`src/rtl/ldm_stm_sequencer.sv`:
```
// ldm_stm_sequencer: expands one decoded ARM LDM/STM into a stream of
// single-word transfers (ascending register / ascending address), followed
// by an optional base-register writeback, while stalling Decode.
module ldm_stm_sequencer #(
   parameter int NREGS     = 16,
   parameter int WORDBYTES = 4
) (
   input  logic        clk,
   input  logic        reset,
   input  logic        StartD,
   input  logic [31:0] InstrD,
   input  logic [31:0] BaseD,
   input  logic        StallSeq,
   output logic        uOpStallD,
   output logic        XferValid,
   output logic [3:0]  XferReg,
   output logic [31:0] XferAddr,
   output logic        XferLoad,
   output logic        XferLast,
   output logic        PCLoaded,
   output logic        WbValid,
   output logic [3:0]  WbReg,
   output logic [31:0] WbValue,
   output logic        EmptyList
);

   typedef enum logic [1:0] {IDLE, XFER, WB} state_t;

   state_t             state, next_state;
   logic [NREGS-1:0]   mask;
   logic [31:0]        addr;
   logic               load_q;
   logic               wb_pend;
   logic [3:0]         rn_q;
   logic [31:0]        wb_val;

   logic [NREGS-1:0]   new_list;
   logic [4:0]         new_cnt;
   logic [31:0]        span;
   logic [31:0]        start_addr;
   logic [3:0]         low_idx;
   logic [NREGS-1:0]   mask_next;
   logic               last_xfer;
   logic               accept;
   logic               bit_p, bit_u, bit_w, bit_l;
   logic [3:0]         new_rn;

   assign new_list  = InstrD[NREGS-1:0];
   assign bit_p     = InstrD[24];
   assign bit_u     = InstrD[23];
   assign bit_w     = InstrD[21];
   assign bit_l     = InstrD[20];
   assign new_rn    = InstrD[19:16];
   assign accept    = (state == IDLE) && StartD && !StallSeq;
   // Clearing the lowest set bit is mask & (mask-1); it also tells us when one bit remains.
   assign mask_next = mask & (mask - {{(NREGS-1){1'b0}}, 1'b1});
   assign last_xfer = (mask_next == '0);
   assign span      = 32'(new_cnt) * 32'(WORDBYTES);

   // Population count of the incoming register list.
   always_comb begin
      new_cnt = '0;
      for (int i = 0; i < NREGS; i++)
         new_cnt = new_cnt + 5'(new_list[i]);
   end

   // Index of the lowest register still to be transferred.
   always_comb begin
      low_idx = '0;
      for (int i = NREGS - 1; i >= 0; i--)
         if (mask[i]) low_idx = 4'(i);
   end

   // First address of the block; transfers always walk upward from here.
   always_comb begin
      case ({bit_p, bit_u})
         2'b01:   start_addr = BaseD;
         2'b11:   start_addr = BaseD + 32'(WORDBYTES);
         2'b00:   start_addr = BaseD - span + 32'(WORDBYTES);
         default: start_addr = BaseD - span;
      endcase
   end

   // State register.
   always_ff @(posedge clk or negedge reset) begin
      if (!reset) state <= IDLE;
      else        state <= next_state;
   end

   // Captured instruction fields, remaining mask and running address.
   always_ff @(posedge clk or negedge reset) begin
      if (!reset) begin
         mask    <= '0;
         addr    <= '0;
         load_q  <= 1'b0;
         wb_pend <= 1'b0;
         rn_q    <= '0;
         wb_val  <= '0;
      end else if (accept) begin
         mask    <= new_list;
         addr    <= start_addr;
         load_q  <= bit_l;
         wb_pend <= bit_w && !(bit_l && new_list[new_rn]);
         rn_q    <= new_rn;
         wb_val  <= bit_u ? (BaseD + span) : (BaseD - span);
      end else if (state == XFER && !StallSeq) begin
         mask <= mask_next;
         addr <= addr + 32'(WORDBYTES);
      end
   end

   // Next-state logic; a stall freezes the current state.
   always_comb begin
      next_state = state;
      case (state)
         IDLE: if (accept && new_list != '0) next_state = XFER;
         XFER: if (!StallSeq && last_xfer)   next_state = wb_pend ? WB : IDLE;
         WB:   if (!StallSeq)                next_state = IDLE;
         default: next_state = IDLE;
      endcase
   end

   // Outputs decoded from the registered state, forced low while in reset.
   always_comb begin
      uOpStallD = 1'b0;
      XferValid = 1'b0;
      XferReg   = '0;
      XferAddr  = '0;
      XferLoad  = 1'b0;
      XferLast  = 1'b0;
      PCLoaded  = 1'b0;
      WbValid   = 1'b0;
      WbReg     = '0;
      WbValue   = '0;
      EmptyList = 1'b0;
      if (reset) begin
         case (state)
            IDLE: begin
               uOpStallD = StartD && (new_list != '0);
               EmptyList = accept && (new_list == '0);
            end
            XFER: begin
               XferValid = 1'b1;
               XferReg   = low_idx;
               XferAddr  = addr;
               XferLoad  = load_q;
               XferLast  = last_xfer;
               PCLoaded  = load_q && (low_idx == 4'(NREGS - 1));
               uOpStallD = !(last_xfer && !wb_pend);
            end
            WB: begin
               WbValid = 1'b1;
               WbReg   = rn_q;
               WbValue = wb_val;
            end
            default: ;
         endcase
      end
   end

endmodule

```
`config.mk`:
```
export PLATFORM = sky130hd
export DESIGN_NAME = ldm_stm_sequencer
export DESIGN_NICKNAME = d
export VERILOG_FILES = /design/src/rtl/ldm_stm_sequencer.sv
export SDC_FILE = /design/constraint.sdc
export NUM_CORES = 1
export LEC_CHECK = 0
export ABC_AREA = 1
export BUFFER_PORTS_ARGS = -buffer_cell sky130_fd_sc_hd__buf_2
export CORE_ASPECT_RATIO = 1.5
export CORE_MARGIN = 2
export CORE_UTILIZATION = 24
export DETAILED_ROUTE_END_ITERATION = 10
export PLACE_DENSITY = 0.37
export REMOVE_ABC_BUFFERS = 1
export SKIP_CTS_REPAIR_TIMING = 1
export SLEW_MARGIN = 10
export SYNTH_ARGS = -nofsm -noshare
export SYNTH_HDL_FRONTEND = slang
export SYNTH_SLANG_ARGS = --single-unit
export TNS_END_PERCENT = 20
```
`constraint.sdc`:
```
create_clock -name clk -period 2.69 [get_ports clk]
set_input_delay 0.4035 -clock clk [delete_from_list [all_inputs] [get_ports clk]]
set_output_delay 0.4035 -clock clk [all_outputs]
set_load 0.02 [all_outputs]
```
**Yosys cells after proc, flatten, opt, wreduce, memory -nomap -nowiden**

Index checks and enable logic that the tools add are counted.

- Flip-flop bits (word level): 88

- Add/sub/neg operators: 21
- Bitwise logic cells: 1
- Reductions and logical operators: 22
- Equality and inequality tests: 8
- Muxes and demuxes: 51
- $lt $le $gt $ge: 1

Operator list:

| kind | number |
|---|---|
| 32-bit 2-to-1 mux | 7 |
| 32-bit by 3-bit adder with 32-bit output (second input constant) | 3 |
| 32-bit case mux with 3 select lines | 1 |
| 4-bit 2-to-1 mux | 20 |
| 5-bit by 1-bit adder with 5-bit output | 11 |
| 32-bit by 7-bit adder with 32-bit output | 1 |
| 16-bit zero test | 2 |
| 16-bit 2-to-1 mux | 2 |
| 32-bit by 7-bit subtractor with 32-bit output | 1 |
| 16-bit AND | 1 |
| 16-bit nonzero test | 1 |
| 16-bit by 1-bit subtractor with 16-bit output (second input constant) | 1 |
| 1-bit 2-to-1 mux | 14 |
| 1-bit logical AND | 11 |
| 2-bit 2-to-1 mux | 4 |
| 2-bit case mux with 3 select lines | 1 |
| 4-bit by 1-bit adder with 5-bit output | 1 |
| 4-bit by 5-bit less-than comparator with 1-bit output (second input constant) | 1 |
| 3-bit by 1-bit adder with 4-bit output | 1 |
| 1-bit binary-select mux with 4-bit select | 1 |
| 2-bit by 1-bit equality test with 1-bit output (second input constant) | 2 |
| 2-bit equality test (second input constant) | 2 |
| 4-bit equality test (second input constant) | 1 |
| 1-bit zero test | 4 |
| other kinds (8) | 10 |

**Depth between registers and ports, before layout**

- Depth after elaboration: 20
- Mapped depth: 34

**Least setup slack after synthesis**

OpenSTA, ideal clock, no wires.

- Path kind: input to register
- Start: input port InstrD[0]
- End: register addr[30]
- Stages on the path: 24
- Setup time: 0.073 ns
- Data arrival time: 5.433 ns
- Required time: 2.617 ns
- Path buffers: 0
- Path slack: -2.816 ns
- Cell sequence: inv_1 -> fa_1 -> fa_1 -> fa_1 -> fa_1 -> inv_1 -> ha_1 -> fa_1 -> fa_1 -> o21ai_1 -> ha_1 -> a21boi_0 -> nand3_1 -> nor2_2 -> nand3_2 -> nor2_4 -> nand3_4 -> nor2_4 -> nand2_1 -> nand2_1 -> nand3_1 -> nand2_1 -> nand2_1 -> a21oi_2

- Word-level cells in the longest chain between the ends: 19

Ends and longest elaborated chain:

| item | RTL line | source |
|---|---|---|
| from (decl) | 11 | `input logic [31:0] InstrD,` |
| 1-bit by 1-bit adder with 2-bit output * | 64 | `new_cnt = new_cnt + 5'(new_list[i]);` |
| 2-bit by 1-bit adder with 3-bit output * | 64 |  |
| 3-bit by 1-bit adder with 4-bit output * | 64 |  |
| 4-bit by 1-bit adder with 5-bit output * | 64 |  |
| 5-bit by 1-bit adder with 5-bit output * (11 in series) | 64 |  |
| 32-bit by 7-bit subtractor with 32-bit output * | 79, 80 |  |
| 32-bit by 3-bit adder with 32-bit output | 79 | `2'b00: start_addr = BaseD - span + 32'(WORDBYTES);` |
| 32-bit case mux with 3 select lines * | 76 | `case ({bit_p, bit_u})` |
| 32-bit 2-to-1 mux * | 99 | `end else if (accept) begin` |
| to (signal assigned) | 101 | `addr <= start_addr;` |
| to (signal assigned) | 108 | `addr <= addr + 32'(WORDBYTES);` |
| to (decl) | 31 | `logic [31:0] addr;` |

Every way passes the cells marked *; elsewhere a longest branch is shown, timed or not.
A chain may end at the register's enable or synchronous reset.

**Final worst setup path**

- Start: input port InstrD[9]
- End: register addr[23]

- Word-level cells in the longest chain between the ends: 11

Ends and longest elaborated chain:

| item | RTL line |
|---|---|
| 5-bit by 1-bit adder with 5-bit output * (7 in series) | 64 |
| 32-bit by 7-bit subtractor with 32-bit output * | 79, 80 |
| 32-bit by 3-bit adder with 32-bit output | 79 |
| 32-bit case mux with 3 select lines * | 76 |
| 32-bit 2-to-1 mux * | 99 |

Marked as above.

==> insert_results.sql <==
INSERT INTO impl_metrics (metric_group, metric, value, unit) VALUES
('final_layout', 'most-common-layout-cells', '319 x sky130_fd_sc_hd__nand2_1, 267 x sky130_fd_sc_hd__buf_4, 203 x sky130_fd_sc_hd__nor2_1', ''),
('pwr', 'power', '12.1', 'mW'),
('final_layout', 'mostFrequentLayoutCell', 'sky130_fd_sc_hd__nand2_1', ''),
('sta', 'max_clock_freq', '0.181', 'GHz'),
('clock_network', 'total_clock_buffers_created_by_cts', '9', ''),
('final_layout', 'area_delta_synth_final', '45.9', '%'),
('detailed_routing', 'number_of_drc_markers_in_iteration_0', '547', ''),
('clock_network', 'clockRootBuffer', 'sky130_fd_sc_hd__clkbuf_16', ''),
('clock_network', 'skew_pair_late_insertion_delay', '390', 'ps'),
('pwr', 'power.ir.vdd_worst', '360', 'uV'),
('detailed_routing', 'route.detailed.wl_per_inst', '17.5', 'um'),
('final_layout', 'final_layout_size_suffix_gt1_share', '34.4', '%'),
('yosys', 'post_synth.cell_area_avg', '5.97', 'um2'),
('floorplanning', 'io_pins', '147', ''),
('placement', 'hpwlAfterDp', '34.6', 'mm'),
('floorplanning', 'floorplan.die_area', '41600', 'um2'),
('clock_network', 'cts_sinks', '88', ''),
('detailed_routing', 'via_density_per_instance', '4.71', ''),
('sta', 'totalNegativeSetupSlack', '-138990', 'ps'),
('final_layout', 'layout.core_utilization', '35.5', '%'),
('global_routing', 'global_route.peak_usage_layer', 'met2', ''),
('final_layout', 'num_antenna_cells', '0', ''),
('worst_setup_path', 'setup.worst_path.start_class', 'primary input', ''),
('global_routing', 'grt_start_max_net_pins', '82', ''),
('clock_network', 'clockBufferDepth', '2', ''),
('placement', 'dp_cells', '2432', ''),
('yosys', 'ys.flop_type', 'sky130_fd_sc_hd__dfrtp_1', ''),
('detailed_routing', 'drt.antenna.violating_nets', '0', ''),
('sta', 'slew_headroom', '59.4', '%'),
('sta', 'max_slew.worst_pin.slew', '609', 'ps'),
('yosys', 'combinational_family_with_the_most_area_after_synthesis', 'simple AND/OR/NAND/NOR gates', ''),
('clock_network', 'cts.clk_slew.worst_paths', '70', 'ps'),
('placement', 'portBuffers', '138', ''),
('global_routing', 'globalRouteMet2Util', '37.9', '%'),
('run_status', 'run_status', 'complete, but fails checks', ''),
('floorplanning', 'die_width', '167', 'um'),
('sta', 'maxSlewViolCount', '0', ''),
('yosys', 'synth_seq_cells', '88', ''),
('yosys', 'synth_simple_gate_area_share', '38.8', '%'),
('final_layout', 'final_design_area_no_fill', '14000', 'um2'),
('sta', 'finalWorstPathRequiredPeriod', '5520', 'ps'),
('worst_setup_path', 'criticalPathCategory', 'in2reg', ''),
('sta', 'setup-violations-final', '62', ''),
('worst_setup_path', 'critical_path_required', '3000', 'ps'),
('yosys', 'asyncSetResetFlopFracSynth', '100', '%'),
('floorplanning', 'die_h', '249', 'um'),
('clock_network', 'htreeDepth', '3', ''),
('floorplanning', 'std_cell_rows', '89', ''),
('detailed_routing', 'dr_total_vias', '11600', ''),
('detailed_routing', 'routed_wirelength', '43.3', 'mm'),
('detailed_routing', 'drt_drc_violations_left', '12', ''),
('placement', 'dp_worst_setup_slack', '-3520', 'ps'),
('run_status', 'failed_checks', 'design-rule violations, negative setup slack', ''),
('floorplanning', 'core-area', '39400', 'um2'),
('yosys', 'synth_compound_area_share', '18.1', '%'),
('sta', 'layout_setup_ws', '-2830', 'ps'),
('yosys', 'post_synthesis_sequential_area_ratio', '23.0', '%'),
('sta', 'final.period_utilization', '205', '%'),
('yosys', 'syn_inst', '1607', ''),
('yosys', 'netlist-cell-type-count', '53', ''),
('global_routing', 'gr-usage-met1', '24.5', '%'),
('min_path', 'worst_hold_path_type', 'in2async', ''),
('worst_setup_path', 'critPathMostFrequentCell', 'sky130_fd_sc_hd__nor2_4', ''),
('detailed_routing', 'length_of_the_first_detailed_routing_pass_in_iterations', '8', ''),
('yosys', 'number_of_enable_flip_flop_cells_after_synthesis', '0', ''),
('placement', 'place_area', '12600', 'um2'),
('flow_run', 'maxCapViolCount', '0', ''),
('global_routing', 'gr-usage-all-layers', '20.7', '%'),
('floorplanning', 'starting_utilization_of_the_core_area', '24.3', '%'),
('worst_setup_path', 'slowest_delay', '570', 'ps'),
('yosys', 'adder_and_majority_cell_fraction_of_the_synthesized_area', '5.48', '%');
-- cell usage after synthesis, drive strengths merged (8+ instances only) --
cell    number
a21oi      119
a22oi        8
a31oi       11
buf         18
clkbuf      49
dfrtp       88
fa          12
ha          22
inv        226
nand2      397
nand3      118
nand4       20
nor2       255
nor3        34
nor4         9
o21ai      137
o22ai       15
xor2        27
-- cell type report --
class,instances,area [um2]
Sequential cell,88,2200
Fill cell,4437,25400
Tap cell,500,626
Clock inverter,6,51.3
Clock buffer,9,225
Timing Repair Buffer,418,2950
Inverter,228,861
Multi-Input combinational cell,1224,7070
-- worst max-delay path, delay by kind of cell --
family                   cells  cell delay (ps)
adder cells (fa/ha/maj)      7             2980
AND/OR/NAND/NOR             13             1420
AO/OA/AOI/OAI                2              310
buffers and inverters        6              480
XOR/XNOR                     1              230
-- power by group --
group | leakage [nW] | switching [mW] | internal [mW]
combinational | 5.71 | 4.96 | 3.51
clock | 0.133 | 0.679 | 0.636
sequential | 1.05 | 0.392 | 1.94
-- registers in the layout (all words and copies together), names as in the netlist --
signal / flops
mask: 16
state: 2
rn_q: 4
wb_pend: 1
wb_val: 32
load_q: 1
addr: 32
-- logic make-up after synthesis --
group,Yosys count
compound gates,315
xor+xnor,30
fa+ha+maj,35
buf+inv,295
flops,88
simple gates,844
-- per-layer routing --
layer | up-vias | wire, um | share of wire (%)
met5 | - | 0 | 0
met4 | 0 | 1640 | 3.8
met3 | 56 | 1470 | 3.4
met2 | 264 | 22000 | 51
met1 | 5411 | 18200 | 42
li1 | 5914 | - | -
-- final timing paths --
check | start | to | slack, ps | cells past startpoint
setup / recovery | InstrD[9] | addr[23] | -2830 | 29
hold / removal | reset | mask[6] | 60 | 2
setup reg to reg | addr[2] | addr[26] | 150 | 13
hold reg to reg | wb_val[2] | wb_val[2] | 480 | 2
max in group asynchronous | reset | addr[31] | 1470 | 3
min in group clk | BaseD[1] | addr[1] | 240 | 3
(Power assumes the default switching activity.)
